--- src/rtl/ps2_scancode_decoder.sv ---
// PS/2 scan-code set 2 decoder with modifier tracking and an event FIFO.
// Turns the receiver's byte strobes into {ext, release, code} key events,
// strips the E0/F0/E1 prefixes, tracks Shift/Ctrl/Alt and buffers events
// in a first-word-fall-through FIFO with a valid/ack handshake.
// Optional build macro KBD_REPEAT_FILTER_EN suppresses typematic repeats.
module ps2_scancode_decoder #(
  parameter int unsigned FIFO_AW = 2
) (
  input  logic               clock_25,
  input  logic               reset_n,
  input  logic               keyb_ready,
  input  logic [7:0]         keyb_data,
  output logic               ev_valid,
  input  logic               ev_ack,
  output logic [7:0]         ev_code,
  output logic               ev_ext,
  output logic               ev_release,
  output logic [2:0]         mods,
  output logic [FIFO_AW:0]   fifo_level,
  output logic               ovf,
  output logic               kbd_err,
  input  logic               err_clr
);

  localparam int unsigned Depth = 1 << FIFO_AW;
  localparam logic [FIFO_AW:0] LevelFull = {1'b1, {FIFO_AW{1'b0}}};

  typedef enum logic [2:0] {StIdle, StE0, StF0, StE0F0, StPause} state_e;

  state_e     state;
  logic [2:0] skip_cnt;

  // Byte classification
  logic is_e0, is_f0, is_e1, is_ctl, is_bad;
  assign is_e0  = (keyb_data == 8'hE0);
  assign is_f0  = (keyb_data == 8'hF0);
  assign is_e1  = (keyb_data == 8'hE1);
  // Self-test pass, ack, echo and resend replies carry no key information
  assign is_ctl = (keyb_data == 8'hAA) || (keyb_data == 8'hFA) ||
                  (keyb_data == 8'hEE) || (keyb_data == 8'hFE);
  assign is_bad = (keyb_data == 8'h00) || (keyb_data == 8'hFF);

  logic       emit, emit_ext, emit_rel, dec_err, is_pause;
  logic [7:0] emit_code;

  assign is_pause = (state == StPause);

  // Event produced by the byte sampled this cycle
  always_comb begin
    emit      = 1'b0;
    emit_ext  = 1'b0;
    emit_rel  = 1'b0;
    emit_code = keyb_data;
    dec_err   = 1'b0;
    if (keyb_ready) begin
      case (state)
        StIdle: begin
          if (is_bad) begin
            dec_err = 1'b1;
          end else if (!(is_e0 || is_f0 || is_e1 || is_ctl)) begin
            emit = 1'b1;
          end
        end
        StE0: begin
          if (is_e1) begin
            dec_err = 1'b1;
          end else if (!is_f0) begin
            emit     = 1'b1;
            emit_ext = 1'b1;
          end
        end
        StF0, StE0F0: begin
          if (is_e0 || is_f0 || is_e1) begin
            dec_err = 1'b1;
          end else begin
            emit     = 1'b1;
            emit_rel = 1'b1;
            emit_ext = (state == StE0F0);
          end
        end
        StPause: begin
          if (skip_cnt == 3'd1) begin
            emit      = 1'b1;
            emit_code = 8'hE1;
          end
        end
        default: ;
      endcase
    end
  end

  // Prefix state machine; only advances on byte strobes
  always_ff @(posedge clock_25 or negedge reset_n) begin
    if (!reset_n) begin
      state    <= StIdle;
      skip_cnt <= 3'd0;
    end else if (keyb_ready) begin
      case (state)
        StIdle: begin
          if (is_e0) state <= StE0;
          else if (is_f0) state <= StF0;
          else if (is_e1) begin
            state    <= StPause;
            skip_cnt <= 3'd7;
          end
        end
        StE0: begin
          if (is_e1) begin
            state    <= StPause;
            skip_cnt <= 3'd7;
          end else if (is_f0) begin
            state <= StE0F0;
          end else begin
            state <= StIdle;
          end
        end
        StF0, StE0F0: begin
          if (is_e0) state <= StE0;
          else if (is_f0) state <= StF0;
          else if (is_e1) begin
            state    <= StPause;
            skip_cnt <= 3'd7;
          end else begin
            state <= StIdle;
          end
        end
        StPause: begin
          skip_cnt <= skip_cnt - 3'd1;
          if (skip_cnt == 3'd1) state <= StIdle;
        end
        default: state <= StIdle;
      endcase
    end
  end

  // E0 12 / E0 59 are the keyboard's fake shifts around extended keys
  logic fake_shift, repeat_hit, accept;
  assign fake_shift = emit && emit_ext && ((emit_code == 8'h12) || (emit_code == 8'h59));
  assign accept     = emit && !fake_shift && !repeat_hit;

`ifdef KBD_REPEAT_FILTER_EN
  logic [8:0] last_make;
  logic       last_valid;
  logic       last_match;

  assign last_match = last_valid && (last_make == {emit_ext, emit_code});
  assign repeat_hit = emit && !emit_rel && !is_pause && last_match;

  // Remember the most recent make so held-key repeats can be swallowed
  always_ff @(posedge clock_25 or negedge reset_n) begin
    if (!reset_n) begin
      last_make  <= 9'd0;
      last_valid <= 1'b0;
    end else if (accept && !emit_rel && !is_pause) begin
      last_make  <= {emit_ext, emit_code};
      last_valid <= 1'b1;
    end else if (accept && emit_rel && last_match) begin
      last_valid <= 1'b0;
    end
  end
`else
  assign repeat_hit = 1'b0;
`endif

  // Per-side modifier state: [0] LShift [1] RShift [2] LCtrl [3] RCtrl [4] LAlt [5] RAlt
  logic [5:0] mod_side;

  // Modifiers follow accepted events, even ones the FIFO has to drop
  always_ff @(posedge clock_25 or negedge reset_n) begin
    if (!reset_n) begin
      mod_side <= 6'd0;
    end else if (accept) begin
      case ({emit_ext, emit_code})
        9'h012:  mod_side[0] <= !emit_rel;
        9'h059:  mod_side[1] <= !emit_rel;
        9'h014:  mod_side[2] <= !emit_rel;
        9'h114:  mod_side[3] <= !emit_rel;
        9'h011:  mod_side[4] <= !emit_rel;
        9'h111:  mod_side[5] <= !emit_rel;
        default: ;
      endcase
    end
  end

  assign mods = {mod_side[5] | mod_side[4], mod_side[3] | mod_side[2], mod_side[1] | mod_side[0]};

  // Event FIFO
  logic [9:0]         mem [Depth];
  logic [FIFO_AW-1:0] wr_ptr, rd_ptr;
  logic               pop, full, write;

  assign pop   = ev_valid && ev_ack;
  assign full  = (fifo_level == LevelFull);
  // When full, a same-cycle pop frees the slot being written
  assign write = accept && (!full || pop);

  // Storage, pointers and level
  always_ff @(posedge clock_25 or negedge reset_n) begin
    if (!reset_n) begin
      for (int i = 0; i < Depth; i++) mem[i] <= 10'd0;
      wr_ptr     <= '0;
      rd_ptr     <= '0;
      fifo_level <= '0;
    end else begin
      if (write) begin
        mem[wr_ptr] <= {emit_ext, emit_rel, emit_code};
        wr_ptr      <= wr_ptr + 1'b1;
      end
      if (pop) rd_ptr <= rd_ptr + 1'b1;
      case ({write, pop})
        2'b10:   fifo_level <= fifo_level + 1'b1;
        2'b01:   fifo_level <= fifo_level - 1'b1;
        default: ;
      endcase
    end
  end

  // Sticky error flags; a new set beats a simultaneous clear
  always_ff @(posedge clock_25 or negedge reset_n) begin
    if (!reset_n) begin
      ovf     <= 1'b0;
      kbd_err <= 1'b0;
    end else begin
      if (accept && full && !pop) ovf <= 1'b1;
      else if (err_clr) ovf <= 1'b0;
      if (dec_err) kbd_err <= 1'b1;
      else if (err_clr) kbd_err <= 1'b0;
    end
  end

  assign ev_valid = (fifo_level != '0);
  assign {ev_ext, ev_release, ev_code} = mem[rd_ptr];

endmodule

--- config.mk ---
export PLATFORM = sky130hd
export DESIGN_NAME = ps2_scancode_decoder
export DESIGN_NICKNAME = d
export VERILOG_FILES = /design/src/rtl/ps2_scancode_decoder.sv
export SDC_FILE = /design/constraint.sdc
export NUM_CORES = 1
export LEC_CHECK = 0
export ABC_AREA = 1
export CELL_PAD_IN_SITES_DETAIL_PLACEMENT = 1
export CELL_PAD_IN_SITES_GLOBAL_PLACEMENT = 1
export CORE_UTILIZATION = 46
export DETAILED_ROUTE_END_ITERATION = 12
export PLACE_DENSITY_LB_ADDON = 0.1
export RECOVER_POWER = 100
export SLEW_MARGIN = 5
export SYNTH_ARGS = -nofsm -noshare
export SYNTH_HDL_FRONTEND = slang
export SYNTH_SLANG_ARGS = --single-unit
--- constraint.sdc ---
create_clock -name clock_25 -period 6.16 [get_ports clock_25]
set_input_delay 1.54 -clock clock_25 [delete_from_list [all_inputs] [get_ports clock_25]]
set_output_delay 1.54 -clock clock_25 [all_outputs]
set_load 0.02 [all_outputs]
==> summary.txt <==
Yosys
  • Top-area cell type share of the netlist area: 0.419
  • Async S/R FF share, synth: 1.00
  • Ys Warns: 0
  • Distinct cells, synth: 34
  • Prevailing post-synth register cell: dfrtp_1
  • Post-Syn Area: 0.00365 mm^2
  • Synth area leader: dfrtp_1
  • Syn Nets: 494
  • Most frequent cell after synthesis: nand2_1
  • Synth area leaders: dfrtp_1 (42%), nand2_1 (15%), nand4_1 (7.5%)
  • Number of flops mapped to enable cells by yosys: 0
  • Synth cell count leaders: nand2_1 (141), dfrtp_1 (61), inv_1 (45), nand4_1 (44), nor2_1 (41)
  • Seq cells post-synth: 61
  • Sequential share of the synthesized area: 0.419
  • Syn avg cell area: 7.71 um^2
  • Cells after synthesis: 473

Global route
  • Initial antenna violation count: 0
  • First-pass GRT wire length: 17100 um
  • Vias in the first global route: 3454
  • GRT overflow: 0
  • Largest net degree at the start of global routing: 62
  • GRT Overall Usage: 0.261

Die
  • Die H: 91.0 um
  • Die W: 91.0 um
  • Site Rows: 32
  • I/O pins: 32
  • Core area: 0.00769 mm^2
  • Die area: 0.00829 mm^2
  • Initial core utilization: 0.474

Detailed routing
  • Routed vias: 3323
  • Drt wl/cell: 16.7 um
  • Vias/cell: 5.49
  • Final WL: 10100 um
  • Drt drc: 0
  • Antenna Nets Post-Route: 0
  • First-pass DRT Iterations: 4
  • Initial drt markers: 128

Clock tree
  • Post-CTS Setup Inserts: 0
  • CTS Sinks: 61
  • CTS H-tree depth: 3
  • Clk Latency, worst-skew pair: 340 ps
  • Hold buffers post-CTS: 0
  • Clock Pin Slew Worst Setup and Hold Paths: 70 ps
  • CTS tree: done
  • Num CTS Buffers: 9
  • PostCTS Resize Cnt: 0
  • Clk root buf: clkbuf_8
  • Maximum buffer depth of the clock tree: 2

STA
  • RSZ-0062 raised after global routing: false
  • Setup_tns: 0 ps
  • Max Clk Rate: 0.222 GHz
  • Final-report setup violation count: 0
  • Final Cycle Share: 0.732
  • Pins over their slew limit: 62
  • Slew @ Worst Pin: 3390 ps
  • Worst hold slack: 468 ps
  • Worst Skew: 8.18 ps
  • Tmin final: 4510 ps
  • Fin. Hold Viols: 0
  • Worst rel slew slack: -1.26
  • Post-layout worst setup margin: 1650 ps

Critical path
  • CP dominant cell by count: nand2_1
  • Startpoint types: input port
  • CP delay by family, top: simple AND/OR/NAND/NOR gates
  • CP Cell Sequence: dlygate4sd3_1 -> inv_1 -> nand2_1 -> nor2_1 -> nand2_1 -> nand3_1 -> o21ai_0 -> nand2_1 -> nor2_1 -> nor2_8 -> nand2_1 -> ha_1 -> inv_1 -> fa_1 -> o21ai_0
  • Crit Path Class: in -> reg
  • Buf/Inv on CP: 3
  • Slowest CP cell: dlygate4sd3_1
  • Max FO, Critical Path: 46
  • Crit end category: flip-flop
  • Worst path max stage delay: 600 ps
  • Worst path required time: 6420 ps
  • WP data arrival: 4770 ps
  • R2R setup slack: 2770 ps

Placement
  • HPWL after DPL: 6840 um
  • IO Port Bufs: 31
  • Placer Congestion: 0.908
  • Post-Place Worst Slack: 1400 ps

Hold path
  • Hold Crit Class: reg -> reg

Layout
  • Final-stage net count: 519
  • Ratio of cells with drive above 1 in the final layout: 0.0775
  • Synth-to-Final Area Change: 11.1%
  • Ant. Diodes: 0

Power and ir drop
  • Pwr/cell area: 454 mW/mm^2
  • Max VDD drop: 0.169 mV
  • Leak pwr: 2.06 nW

Status
  • Status: complete, but fails checks
  • Failing checks: capacitance limit, slew limit

Job
  • Max cap viols: 1
[placed cells by master (no fill, tap or decap), types with 2 or more instances in the layout]
| cell | count |
|---|---|
| nand2_1 | 143 |
| dfrtp_1 | 61 |
| nand4_1 | 48 |
| inv_1 | 46 |
| nor2_1 | 42 |
| o21ai_0 | 36 |
| dlygate4sd3_1 | 21 |
| nand3_1 | 20 |
| o22ai_1 | 11 |
| clkbuf_8 | 9 |
| clkdlybuf4s50_1 | 9 |
| ha_1 | 7 |
| inv_2 | 5 |
| a21oi_1 | 4 |
| nor2_2 | 4 |
| nor3_1 | 4 |
| clkinv_2 | 4 |
| or2_2 | 3 |
| xor2_1 | 3 |
| clkbuf_1 | 3 |
| nor2_4 | 2 |
| nand3_2 | 2 |
| nand2_4 | 2 |
| buf_4 | 2 |
[final timing paths]
| check | start | end | cells after the start |
|---|---|---|---|
| setup / recovery | keyb_data[1] | fifo_level[1]$_DFFE_PN0P_ | 15 |
| hold / removal | mem[19]$_DFFE_PN0P_ | mem[19]$_DFFE_PN0P_ | 2 |
| setup reg to reg | skip_cnt[1]$_DFFE_PN0P_ | fifo_level[1]$_DFFE_PN0P_ | 15 |
| hold reg to reg | mem[19]$_DFFE_PN0P_ | mem[19]$_DFFE_PN0P_ | 2 |
| max in group asynchronous | reset_n | rd_ptr[1]$_DFFE_PN0P_ | 2 |
| min in group asynchronous | reset_n | mem[17]$_DFFE_PN0P_ | 2 |
[final cells by class]
type,count,area [um^2]
fill,1005,3630
multi-input combinational,341,1720
sequential,61,1530
timing repair buffer,34,324
inverter,51,191
clock buffer,11,131
tap,102,128
clock inverter,5,27.5
[flip-flops by register name, indices dropped and copies added, names as in the netlist]
name        count
state           3
kbd_err         1
mem            40
skip_cnt        3
rd_ptr          2
mod_side        6
ovf             1
wr_ptr          2
fifo_level      3
[worst min-delay path: stages (launching register included)]
cell and delay, ps:
dfrtp_1 340, nand2_1 50, nand2_1 40
[routing by layer]
metal | vias to the layer above | wire (um) | track usage
li1 | 1610 | - | -
met1 | 1645 | 4660 | 0.336
met2 | 58 | 5040 | 0.458
met3 | 10 | 269 | 0.0310
met4 | 0 | 116 | 0.0833
met5 | - | 0 | 0
[per-stage QoR]
step,power (mW),instances,utilization,instance area [um^2]
2_1_floorplan,1.27,473,-,3650
3_3_place_gp,1.55,589,0.517,3980
3_5_place_dp,1.59,589,0.517,3980
4_1_cts,1.90,605,0.538,4130
5_1_grt,1.98,605,0.527,4050
6_report,1.84,605,0.527,4050
[where the power goes]
group,switching [mW],internal [mW],total [mW]
clock network,0.165,0.143,0.308
registers,0.101,0.544,0.646
logic,0.575,0.309,0.884
total,0.842,0.996,1.84
[kinds of logic (layout without fill, tap and decap cells)]
group                    Yosys count  after routing  synth area share
buffers and inverters             71            101            0.0889
flip-flops                        61             61             0.419
AND/OR/NAND/NOR                  275            275             0.374
XOR/XNOR                           4              4           0.00961
adder cells (fa/ha/maj)            8              8            0.0295
AO/OA/AOI/OAI                     54             54            0.0799
No activity file was read; power rests on OpenSTA's default activity.
